===== config.mk =====
export PLATFORM = sky130hd
export DESIGN_NAME = word_narrow_flat
export DESIGN_NICKNAME = d
export VERILOG_FILES = /design/src/rtl/word_narrow_if.sv /design/src/rtl/word_narrow.sv /design/src/flat_wrapper.sv
export SDC_FILE = /design/constraint.sdc
export NUM_CORES = 1
export LEC_CHECK = 0
export CAP_MARGIN = 10
export CORE_UTILIZATION = 46
export DETAILED_ROUTE_END_ITERATION = 12
export PLACE_DENSITY_LB_ADDON = 0.12
export SLEW_MARGIN = 10
export SYNTH_ARGS = -nofsm -noshare
export SYNTH_HDL_FRONTEND = slang
export SYNTH_SLANG_ARGS = --single-unit

===== constraint.sdc =====
create_clock -name CLK -period 2.1 [get_ports CLK]
set_clock_uncertainty 0.1 [all_clocks]
set_input_delay 0.525 -clock CLK [delete_from_list [all_inputs] [get_ports CLK]]
set_output_delay 0.525 -clock CLK [all_outputs]
set_load 0.05 [all_outputs]

===== src/rtl/word_narrow_if.sv =====
// Stream bundle for the 32->16 narrowing serializer.
// slave is the serializer's view and master is the driving/consuming side.
interface word_narrow_if;
  logic        IN_VALID;
  logic        IN_READY;
  logic [31:0] IN;
  logic        OUT_VALID;
  logic        OUT_READY;
  logic [15:0] OUT;
  logic        OUT_LAST;
  logic        OUT_FULL;
  logic [15:0] COMPACT_CNT;

  modport slave (
    input  IN_VALID, IN, OUT_READY,
    output IN_READY, OUT_VALID, OUT, OUT_LAST, OUT_FULL, COMPACT_CNT
  );

  modport master (
    output IN_VALID, IN, OUT_READY,
    input  IN_READY, OUT_VALID, OUT, OUT_LAST, OUT_FULL, COMPACT_CNT
  );
endinterface


===== src/rtl/word_narrow.sv =====
// Sends 32-bit words over a 16-bit beat stream. A sign-extended word goes out
// as one beat; any other word goes out as two beats, low half first.
module word_narrow (
  input  logic          CLK,
  input  logic          RST,
  word_narrow_if.slave  bus
);

  typedef enum logic [1:0] {
    ST_IDLE = 2'd0,
    ST_LOW  = 2'd1,
    ST_HIGH = 2'd2
  } state_t;

  state_t      state_q, state_d;
  logic [15:0] out_q,   out_d;
  logic        last_q,  last_d;
  logic        full_q,  full_d;
  logic [15:0] hi_q,    hi_d;
  logic [15:0] cnt_q,   cnt_d;

  logic out_valid;
  logic in_ready;
  logic accept;
  logic take;
  logic compact;

  assign out_valid = (state_q != ST_IDLE);
  // A last beat being taken frees the output register in the same edge.
  assign in_ready  = !out_valid || (bus.OUT_READY && last_q);
  assign accept    = bus.IN_VALID && in_ready;
  assign take      = out_valid && bus.OUT_READY;
  assign compact   = (bus.IN[31:16] == {16{bus.IN[15]}});

  always_comb begin
    state_d = state_q;
    out_d   = out_q;
    last_d  = last_q;
    full_d  = full_q;
    hi_d    = hi_q;
    cnt_d   = cnt_q;

    if (take && !full_q) begin
      cnt_d = cnt_q + 16'd1;
    end

    if (accept) begin
      state_d = ST_LOW;
      out_d   = bus.IN[15:0];
      last_d  = compact;
      full_d  = !compact;
      hi_d    = bus.IN[31:16];
    end else if (take) begin
      if (state_q == ST_LOW && full_q) begin
        state_d = ST_HIGH;
        out_d   = hi_q;
        last_d  = 1'b1;
      end else begin
        state_d = ST_IDLE;
        last_d  = 1'b0;
        full_d  = 1'b0;
      end
    end
  end

  always_ff @(posedge CLK or posedge RST) begin
    if (RST) begin
      state_q <= ST_IDLE;
      out_q   <= 16'h0000;
      last_q  <= 1'b0;
      full_q  <= 1'b0;
      hi_q    <= 16'h0000;
      cnt_q   <= 16'h0000;
    end else begin
      state_q <= state_d;
      out_q   <= out_d;
      last_q  <= last_d;
      full_q  <= full_d;
      hi_q    <= hi_d;
      cnt_q   <= cnt_d;
    end
  end

  assign bus.IN_READY    = in_ready;
  assign bus.OUT_VALID   = out_valid;
  assign bus.OUT         = out_q;
  assign bus.OUT_LAST    = last_q;
  assign bus.OUT_FULL    = full_q;
  assign bus.COMPACT_CNT = cnt_q;

endmodule

===== src/flat_wrapper.sv =====
// flat-port wrapper written by rule: the top's interface ports become plain ports
module word_narrow_flat 
  (CLK, RST, bus_IN_VALID, bus_IN, bus_OUT_READY, bus_IN_READY, bus_OUT_VALID, bus_OUT, bus_OUT_LAST, bus_OUT_FULL, bus_COMPACT_CNT);
  word_narrow_if bus_i ();
  input  logic CLK;
  input  logic RST;
  input wire logic [$bits(bus_i.IN_VALID)-1:0] bus_IN_VALID;
  input wire logic [$bits(bus_i.IN)-1:0] bus_IN;
  input wire logic [$bits(bus_i.OUT_READY)-1:0] bus_OUT_READY;
  output wire logic [$bits(bus_i.IN_READY)-1:0] bus_IN_READY;
  output wire logic [$bits(bus_i.OUT_VALID)-1:0] bus_OUT_VALID;
  output wire logic [$bits(bus_i.OUT)-1:0] bus_OUT;
  output wire logic [$bits(bus_i.OUT_LAST)-1:0] bus_OUT_LAST;
  output wire logic [$bits(bus_i.OUT_FULL)-1:0] bus_OUT_FULL;
  output wire logic [$bits(bus_i.COMPACT_CNT)-1:0] bus_COMPACT_CNT;
  assign bus_i.IN_VALID = bus_IN_VALID;
  assign bus_i.IN = bus_IN;
  assign bus_i.OUT_READY = bus_OUT_READY;
  assign bus_IN_READY = bus_i.IN_READY;
  assign bus_OUT_VALID = bus_i.OUT_VALID;
  assign bus_OUT = bus_i.OUT;
  assign bus_OUT_LAST = bus_i.OUT_LAST;
  assign bus_OUT_FULL = bus_i.OUT_FULL;
  assign bus_COMPACT_CNT = bus_i.COMPACT_CNT;
  word_narrow u_core (.CLK(CLK), .RST(RST), .bus(bus_i));
endmodule

==> results of run 1 <==
-- cell families after synthesis --
| kind of cell | after synthesis |
|---|---|
| fa+ha+maj | 1 |
| compound gates | 23 |
| buf+inv | 9 |
| flops | 52 |
| mux | 34 |
| simple gates | 58 |
| xor+xnor | 15 |
-- registers in the layout (all words and copies together), names as in the netlist --
signal,cells
u_core.bus.COMPACT_CNT,16
u_core.bus.OUT_FULL,1
u_core.state_q,2
u_core.bus.OUT,16
u_core.hi_q,16
u_core.bus.OUT_LAST,1
-- worst min-delay path by stage --
stage	startpoint	to	slack [ns]	depth (start not counted)
after floorplan	u_core.hi_q[0]	u_core.hi_q[0]	0.38	1
after global placement	u_core.bus.COMPACT_CNT[15]	u_core.bus.COMPACT_CNT[15]	0.37	1
after detailed placement	u_core.bus.COMPACT_CNT[15]	u_core.bus.COMPACT_CNT[15]	0.37	1
after CTS	u_core.bus.COMPACT_CNT[15]	u_core.bus.COMPACT_CNT[15]	0.38	1
after global routing	u_core.bus.COMPACT_CNT[15]	u_core.bus.COMPACT_CNT[15]	0.39	1
final	u_core.bus.COMPACT_CNT[15]	u_core.bus.COMPACT_CNT[15]	0.38	1
-- what timing repair did --
action | in CTS | in global routing
gates resized for setup | 0 | 1
setup endpoints to repair | 0 | 2
hold buffers | 0 | 0
-- power breakdown --
| part | internal [mW] | switching (mW) | total [mW] |
|---|---|---|---|
| Combinational | 0.923 | 1.34 | 2.26 |
| Clock | 0.269 | 0.295 | 0.564 |
| Sequential | 1.38 | 0.267 | 1.65 |
| Total | 2.57 | 1.90 | 4.47 |
-- synthesized netlist by cell type, drive strengths merged, types with 2 or more instances --
cell type	number
a21oi	16
and3	4
buf	5
clkbuf	2
dfrtp	52
inv	2
mux2	18
mux2i	16
nand2	8
nand3	8
nand4	5
nor2	17
nor3	4
nor4	4
o21ai	2
or3	2
or4	2
xnor2	9
xor2	6
-- worst register-to-register path: stages (launching register included) --
cell     delay (ns)
dfrtp_1        0.42
ha_1           0.18
nand3_1        0.11
nor4_1         0.26
buf_4          0.18
nand4_1        0.11
xnor2_1        0.14
-- routing by layer --
metal	GRT usage, %	wire length [um]	up-vias	part of all wire [%]
li1	-	-	879	-
met1	25.3	2090	868	44
met2	34.2	2400	45	50
met3	4.70	218	7	4.6
met4	6.32	51	0	1.1
met5	0	0	-	0
-- area by class of cell --
cell class	instances	area, um2
Clock buffer	8	90.1
Fill cell	376	1420
Inverter	2	7.51
Multi-Input combinational cell	131	970
Sequential cell	52	1300
Tap cell	67	83.8
Timing Repair Buffer	97	878
==> flow_metrics.py, run 1 <==
metrics = {
    "worst_setup_path": {
        "endpoint_kind": "output pin",
        "cp_num_cells": 3,
        "r2r-start": "u_core.bus.COMPACT_CNT[0]",
        "reg2reg_slack_ns": 0.48,
        "slowest_delay_ns": 0.59,
        "critical_path_class": "input port to output pin",
        "worstSetupStartpoint": "bus_OUT_READY",
        "reg2regPathDepth": 6,
        "critPathMaxFanout": 3,
        "critPathBufInv": 2,
        "critPathRequiredTime_ns": 1.47,
        "crit_path_start_kind": "input port",
        "crit_family": "buffers and inverters",
        "path_cells": "clkdlybuf4s50_1, o2bb2ai_4, buf_12",
        "cp_slowest_cell": "clkdlybuf4s50_1",
        "r2r-end": "u_core.bus.COMPACT_CNT[10]",
        "arrival_ns": 1.47,
        "worstSetupEndpoint": "bus_IN_READY",
    },
    "routing": {
        "vias": 1799,
        "routedWlPerCell_um": 13.3,
        "drc": 0,
        "firstDrtPassIters": 4,
        "routed_wl_um": 4760,
        "routed_via_density": 5.04,
        "drt-initial-drc-count": 70,
        "ant_nets": 0,
    },
    "yosys": {
        "synth_top_area_share_pct": 56.8,
        "synth.yosys.seq_area_share_pct": 56.8,
        "synth_cell_type_count": 32,
        "async_reset_ff_share_pct": 100,
        "synthXorXnorAreaFrac_pct": 5.73,
        "yosysTopAreaCell": "dfrtp_1",
        "synth_fp_nets": 229,
        "synth-compound-area-share_pct": 5.68,
        "synth-simple-area-share_pct": 13.6,
        "synthAdderAreaFrac_pct": 0.546,
        "synth-edff-count": 0,
        "synth_ff_type": "dfrtp_1",
        "synth.top_cells.by_area": "dfrtp_1, mux2_2, mux2i_1",
        "ys_warn_count": 0,
        "muxShareOfSynthArea_pct": 15.8,
        "synth_cells": 192,
        "synth-seq-cells": 52,
        "synth.avg_cell_area_um2": 11.9,
        "synth_top_family_by_area": "multiplexers",
        "syn-cell-area_um2": 2290,
    },
    "die": {
        "die_area_um2": 5270,
        "ios": 72,
        "die_h_um": 72.6,
        "initial_utilization_pct": 48.2,
        "coreArea_um2": 4750,
        "die_x_um": 72.6,
        "core.rowCount": 25,
    },
    "sta": {
        "worst_pin_slew_ns": 0.368,
        "layout_setup_ws_ns": 0.00446,
        "setup_viol_count_final": 0,
        "fin_crit_ns": 2.10,
        "whs_ns": 0.376,
        "setup_tns_ns": 0,
        "max_freq_mhz": 477,
        "finalMaxSlewViolations": 0,
        "fin_crit_sh_pct": 99.8,
        "final_hold_viol_count": 0,
        "relSlewSlack_pct": 75.4,
    },
    "grt": {
        "grt_overflow": 0,
        "grt_pass1_wl_um": 8070,
        "grt_max_degree": 23,
        "antenna_found_initial": 0,
        "grt_use_total_pct": 20.0,
        "grt_pass1_vias": 1804,
    },
    "placement": {
        "dp.cells": 349,
        "port_buffers": 71,
        "place_congestion": 0.795,
        "dpl.hpwl_um": 3610,
        "place_worst_setup_slack_ns": -0.295,
        "place_area_um2": 3230,
    },
    "final_layout": {
        "layout_common_cells": "buf_4, dfrtp_1, clkdlybuf4s50_1",
        "final_cells": 357,
        "final_common_cell": "buf_4",
        "num_antenna_cells": 0,
        "design_area_um2": 3330,
        "finish.net_count": 326,
        "utilization_pct": 70.1,
        "areaGrowthSynthToFinish_pct": 45.3,
        "layout-drive-gt1-share_pct": 32.4,
    },
    "clock_tree": {
        "clock_latency_ns": 0.29,
        "h-tree-depth": 2,
        "cts_tree": "yes",
        "cts_root_buffer": "clkbuf_8",
        "cts_num_sinks": 52,
        "path_clk_slew_ns": 0.08,
        "clockBufferDepth": 2,
        "postCtsSetupBuffers": 0,
        "cts_buffers": 5,
    },
    "status": {
        "status": "completed",
    },
    "power": {
        "max-vdd-ir-drop_mv": 0.782,
        "p_leak_nw": 1.58,
        "finalPower_mw": 4.47,
        "p_per_area_nw_per_um2": 1340,
    },
    "hold_path": {
        "hold_path_class": "register to register",
    },
    "flow_run": {
        "maxCapViolCount": 0,
    },
}
(Power assumes the default switching activity.)
==> run 2: changes to the inputs <==
--- a/config.mk
+++ b/config.mk
@@ -9,6 +9,8 @@
 export CORE_UTILIZATION = 46
 export DETAILED_ROUTE_END_ITERATION = 12
 export PLACE_DENSITY_LB_ADDON = 0.12
+export RECOVER_POWER = 100
+export SKIP_CTS_REPAIR_TIMING = 1
 export SLEW_MARGIN = 10
 export SYNTH_ARGS = -nofsm -noshare
 export SYNTH_HDL_FRONTEND = slang
==> run 2 against run 1 <==
Compared with the run above:
- first-iteration DRC count is 8.6% lower
- hold slack worse by 0.0034 ns
- critical path depth stayed put
- critical endpoint unchanged
- largest cell class unchanged
- largest power group unchanged
==> flow_metrics.py, run 2 (synthesis results as in run 1) <==
metrics = {
    "grt": {
        "grt_use_total_pct": 20.0,
        "antenna_found_initial": 0,
        "grt_max_degree": 23,
        "grt_pass1_wl_um": 8070,
        "grt_pass1_vias": 1804,
        "grt_overflow": 0,
    },
    "clock_tree": {
        "clock_latency_ns": 0.29,
        "cts_buffers": 5,
        "h-tree-depth": 2,
        "cts_tree": "yes",
        "cts_num_sinks": 52,
        "path_clk_slew_ns": 0.08,
        "clockBufferDepth": 2,
        "cts_root_buffer": "clkbuf_8",
    },
    "placement": {
        "dpl.hpwl_um": 3610,
        "place_area_um2": 3230,
        "dp.cells": 349,
        "place_congestion": 0.795,
        "port_buffers": 71,
    },
    "sta": {
        "finalMaxSlewViolations": 0,
        "relSlewSlack_pct": 58.1,
        "final_hold_viol_count": 0,
        "setup_viol_count_final": 0,
        "worst_pin_slew_ns": 0.631,
        "fin_crit_sh_pct": 99.9,
        "max_freq_mhz": 477,
        "fin_crit_ns": 2.10,
        "whs_ns": 0.372,
    },
    "routing": {
        "drt-initial-drc-count": 64,
        "routed_wl_um": 4770,
        "vias": 1789,
        "routedWlPerCell_um": 13.3,
        "routed_via_density": 5.01,
        "drc": 0,
        "ant_nets": 0,
        "firstDrtPassIters": 4,
    },
    "hold_path": {
        "hp-start": "u_core.bus.COMPACT_CNT[15]",
        "hold_path_class": "register to register",
        "hold_end": "u_core.bus.COMPACT_CNT[15]",
        "min_path_cells": 1,
    },
    "worst_setup_path": {
        "critPathRequiredTime_ns": 1.47,
        "crit_path_start_kind": "input port",
        "critPathMaxFanout": 3,
        "r2r-end": "u_core.bus.COMPACT_CNT[10]",
        "endpoint_kind": "output pin",
        "reg2regPathDepth": 6,
        "arrival_ns": 1.47,
        "reg2reg_slack_ns": 0.49,
        "r2r-start": "u_core.bus.COMPACT_CNT[0]",
        "critical_path_class": "input port to output pin",
    },
    "flow_run": {
        "maxCapViolCount": 0,
    },
    "die": {
        "die_x_um": 72.6,
        "ios": 72,
        "core.rowCount": 25,
        "die_area_um2": 5270,
        "die_h_um": 72.6,
        "coreArea_um2": 4750,
        "initial_utilization_pct": 48.2,
    },
    "final_layout": {
        "final_cells": 357,
        "design_area_um2": 3220,
        "num_antenna_cells": 0,
        "layout-drive-gt1-share_pct": 24.5,
        "areaGrowthSynthToFinish_pct": 40.4,
        "final_common_cell": "dfrtp_1",
        "layout_common_cells": "dfrtp_1, buf_4, clkdlybuf4s50_1",
        "finish.net_count": 326,
    },
    "power": {
        "intPower_mw": 2.42,
        "clock_power_share_pct": 13.1,
        "p_leak_nw": 1.49,
        "p_per_area_nw_per_um2": 1340,
        "seqPwrFrac_pct": 38.0,
        "power_switching_mw": 1.90,
        "switching_share_pct": 43.9,
        "power_frac_comb_pct": 48.9,
        "max-vdd-ir-drop_mv": 0.747,
    },
    "status": {
        "status": "completed",
    },
}
==> run 2: critical path, cell delays in order <==
cell	delay, ns
clkdlybuf4s50_1	0.59
o2bb2ai_4	0.18
buf_12	0.17
==> run 2: worst max path at each step <==
stage | from | end | slack (ns) | cells after the start
6_report | bus_OUT_READY | bus_IN_READY | 0.002 | 3
5_1_grt | bus_OUT_READY | bus_IN_READY | -0.01 | 3
4_1_cts | bus_OUT_READY | bus_IN_READY | 0.02 | 3
3_5_place_dp | bus_IN[26] | u_core.bus.OUT_FULL | -0.30 | 5
3_3_place_gp | bus_IN[26] | u_core.bus.OUT_FULL | -0.27 | 5
2_1_floorplan | u_core.bus.COMPACT_CNT[0] | u_core.bus.COMPACT_CNT[10] | 0.10 | 5
==> run 2: area by class of cell <==
cell class,count,area (um2)
sequential,52,1300
clock buffer,8,90.1
fill,397,1540
inverter,2,7.51
multi-input combinational,131,970
timing repair buffer,97,766
tap,67,83.8
==> run 2: routing by layer <==
layer | global-route usage (%) | part of all wire [%] | up-vias
met5 | 0 | 0 | -
met1 | 25.3 | 44 | 861
met2 | 34.2 | 50 | 43
met4 | 6.32 | 1.1 | 0
li1 | - | - | 878
met3 | 4.70 | 4.8 | 7
==> run 2: through the flow <==
step | total power, mW | TNS (ns) | setup slack (ns) | util (%)
final | 4.32 | 0 | 0.00214 | 67.7
after global routing | 4.59 | -0.0120 | -0.0120 | 67.7
after CTS | 4.50 | 0 | 0.0208 | 69.8
after detailed placement | 3.92 | -0.614 | -0.295 | 67.9
after global placement | 3.88 | -0.493 | -0.272 | 67.9
after floorplan | 3.12 | 0 | 0.102 | -
==> run 2: power groups by stage <==
| stage | Clock, mW | Sequential, mW | Combinational [mW] |
|---|---|---|---|
| final | 0.565 | 1.64 | 2.11 |
| after global routing | 0.630 | 1.70 | 2.26 |
| after detailed placement | 0 | 1.66 | 2.26 |
| after global placement | 0 | 1.64 | 2.24 |
| after CTS | 0.587 | 1.64 | 2.27 |
| after floorplan | 0 | 2.31 | 0.810 |
==> run 3: changes to the inputs <==
--- a/config.mk
+++ b/config.mk
@@ -8,10 +8,11 @@
 export CAP_MARGIN = 10
 export CORE_UTILIZATION = 46
 export DETAILED_ROUTE_END_ITERATION = 12
+export GPL_TIMING_DRIVEN = 0
 export PLACE_DENSITY_LB_ADDON = 0.12
 export RECOVER_POWER = 100
 export SKIP_CTS_REPAIR_TIMING = 1
-export SLEW_MARGIN = 10
+export SLEW_MARGIN = 15
 export SYNTH_ARGS = -nofsm -noshare
 export SYNTH_HDL_FRONTEND = slang
 export SYNTH_SLANG_ARGS = --single-unit
==> run 3 against run 2 <==
Compared with the run above:
- die area did not move
- largest cell class unchanged
- critical path type is now input port to register
- global-route usage down 0.50 points
- clock-buffer cell count decreased by 2
- largest power group unchanged
- power is 5.3% lower
- register-to-register slack worse by 0.33 ns
==> flow_metrics.py, run 3 (synthesis results as in run 1) <==
metrics = {
    "sta": {
        "layout_setup_ws_ns": 0.0829,
        "finalMaxSlewViolations": 0,
        "fin_crit_sh_pct": 96.1,
        "setup_viol_count_final": 0,
        "rsz0062_at_grt": "no",
        "relSlewSlack_pct": 43.8,
        "max_freq_mhz": 496,
        "final_hold_viol_count": 0,
        "fin_crit_ns": 2.02,
        "worst_pin_slew_ns": 0.842,
    },
    "placement": {
        "port_buffers": 71,
        "dpl.hpwl_um": 3510,
        "place_worst_setup_slack_ns": -0.680,
        "dp.cells": 331,
        "place_congestion": 0.760,
    },
    "final_layout": {
        "finish.net_count": 308,
        "final_cells": 338,
        "num_antenna_cells": 0,
        "layout_common_cells": "dfrtp_1, clkbuf_1, clkdlybuf4s50_1",
        "areaGrowthSynthToFinish_pct": 29.8,
        "layout-drive-gt1-share_pct": 13.7,
        "fillers": 454,
        "final_common_cell": "dfrtp_1",
    },
    "clock_tree": {
        "clock_latency_ns": 0.30,
        "cts_buffers": 5,
        "cts_tree": "yes",
        "cts_root_buffer": "clkbuf_8",
        "cts_num_sinks": 52,
        "h-tree-depth": 2,
        "path_clk_slew_ns": 0.09,
        "clockBufferDepth": 2,
    },
    "die": {
        "core.rowCount": 25,
        "die_h_um": 72.6,
        "initial_utilization_pct": 48.2,
        "coreArea_um2": 4750,
        "die_x_um": 72.6,
        "die_area_um2": 5270,
        "ios": 72,
    },
    "flow_run": {
        "maxCapViolCount": 0,
    },
    "hold_path": {
        "hold_path_class": "register to register",
    },
    "grt": {
        "grt_overflow": 0,
        "antenna_found_initial": 0,
        "grt_max_degree": 32,
        "grt_pass1_wl_um": 7720,
        "grt_pass1_vias": 1682,
        "grt_use_total_pct": 19.5,
    },
    "worst_setup_path": {
        "crit_family": "simple AND/OR/NAND/NOR gates",
        "critPathMaxFanout": 3,
        "arrival_ns": 2.11,
        "crit_path_start_kind": "input port",
        "slowest_delay_ns": 0.50,
        "reg2reg_slack_ns": 0.16,
        "cp_slowest_cell": "or4_4",
        "endpoint_kind": "register",
        "critPathBufInv": 1,
        "path_cells": "clkdlybuf4s50_1, or4_4, nor4_2, o22ai_1, mux2_2",
        "critical_path_class": "input port to register",
        "critPathRequiredTime_ns": 2.19,
    },
    "routing": {
        "drc": 0,
        "drt-initial-drc-count": 68,
        "vias": 1758,
        "ant_nets": 0,
        "routed_wl_um": 4860,
        "routedWlPerCell_um": 14.4,
        "routed_via_density": 5.20,
        "firstDrtPassIters": 4,
    },
    "power": {
        "max-vdd-ir-drop_mv": 0.839,
        "p_per_area_nw_per_um2": 1370,
        "p_leak_nw": 1.35,
    },
    "status": {
        "status": "completed",
    },
}
[run 3: changes by cell type in the layout (fill, tap and decap cells not counted), moves of 2 or more]
cell             change
clkdlybuf4s50_1      -3
buf_2                +2
buf_12               -2
dlymetal6s2s_1       +3
clkbuf_1            +13
buf_4               -34
[run 3: per-stage QoR]
| step | setup TNS, ns | area (um2) | hold slack (ns) | util (%) | total power [mW] |
|---|---|---|---|---|---|
| 2_1_floorplan | 0 | 2300 | 0.379 | - | 3.12 |
| 6_report | 0 | 2980 | 0.378 | 62.6 | 4.09 |
| 4_1_cts | -2.41 | 3190 | 0.379 | 67.1 | 4.39 |
| 5_1_grt | 0 | 2980 | 0.388 | 62.6 | 4.32 |
| 3_5_place_dp | -10.38 | 3110 | 0.365 | 65.5 | 3.86 |
| 3_3_place_gp | -48.94 | 3090 | 0.363 | 65.1 | 3.81 |
[run 3: area by class of cell]
cell class | count | area [um2] | area share, %
plain buffers | 7 | 36.3 | 1.22
clock buffers | 6 | 72.6 | 2.44
clock inverters | 1 | 5.00 | 0.168
inverters | 2 | 7.51 | 0.252
multi-input cells | 131 | 948 | 31.9
flip-flops and latches | 52 | 1300 | 43.7
well taps | 67 | 83.8 | 2.82
repair buffers | 72 | 520 | 17.5
[run 3: final timing paths]
kind | cells past startpoint | from | to
setup / recovery | 5 | bus_IN[20] | u_core.bus.OUT_FULL
hold / removal | 1 | u_core.bus.COMPACT_CNT[15] | u_core.bus.COMPACT_CNT[15]
setup reg to reg | 4 | u_core.state_q[0] | u_core.bus.COMPACT_CNT[10]
hold reg to reg | 1 | u_core.bus.COMPACT_CNT[15] | u_core.bus.COMPACT_CNT[15]
max in group asynchronous | 3 | RST | u_core.hi_q[12]
min in group asynchronous | 2 | RST | u_core.bus.COMPACT_CNT[15]
[run 3: power breakdown]
| part | total [mW] | internal [mW] | switching (mW) |
|---|---|---|---|
| combinational | 1.93 | 0.604 | 1.33 |
| clock | 0.534 | 0.227 | 0.306 |
| sequential | 1.62 | 1.38 | 0.242 |
[run 3: layer usage]
| layer | wire length (um) | vias up | part of all wire [%] | GRT usage [%] |
|---|---|---|---|---|
| met5 | 0 | - | 0 | 0 |
| met4 | 62 | 0 | 1.3 | 7.19 |
| met3 | 229 | 6 | 4.7 | 4.01 |
| met2 | 2460 | 41 | 51 | 33.9 |
| met1 | 2110 | 872 | 43 | 24.1 |
| li1 | - | 839 | - | - |
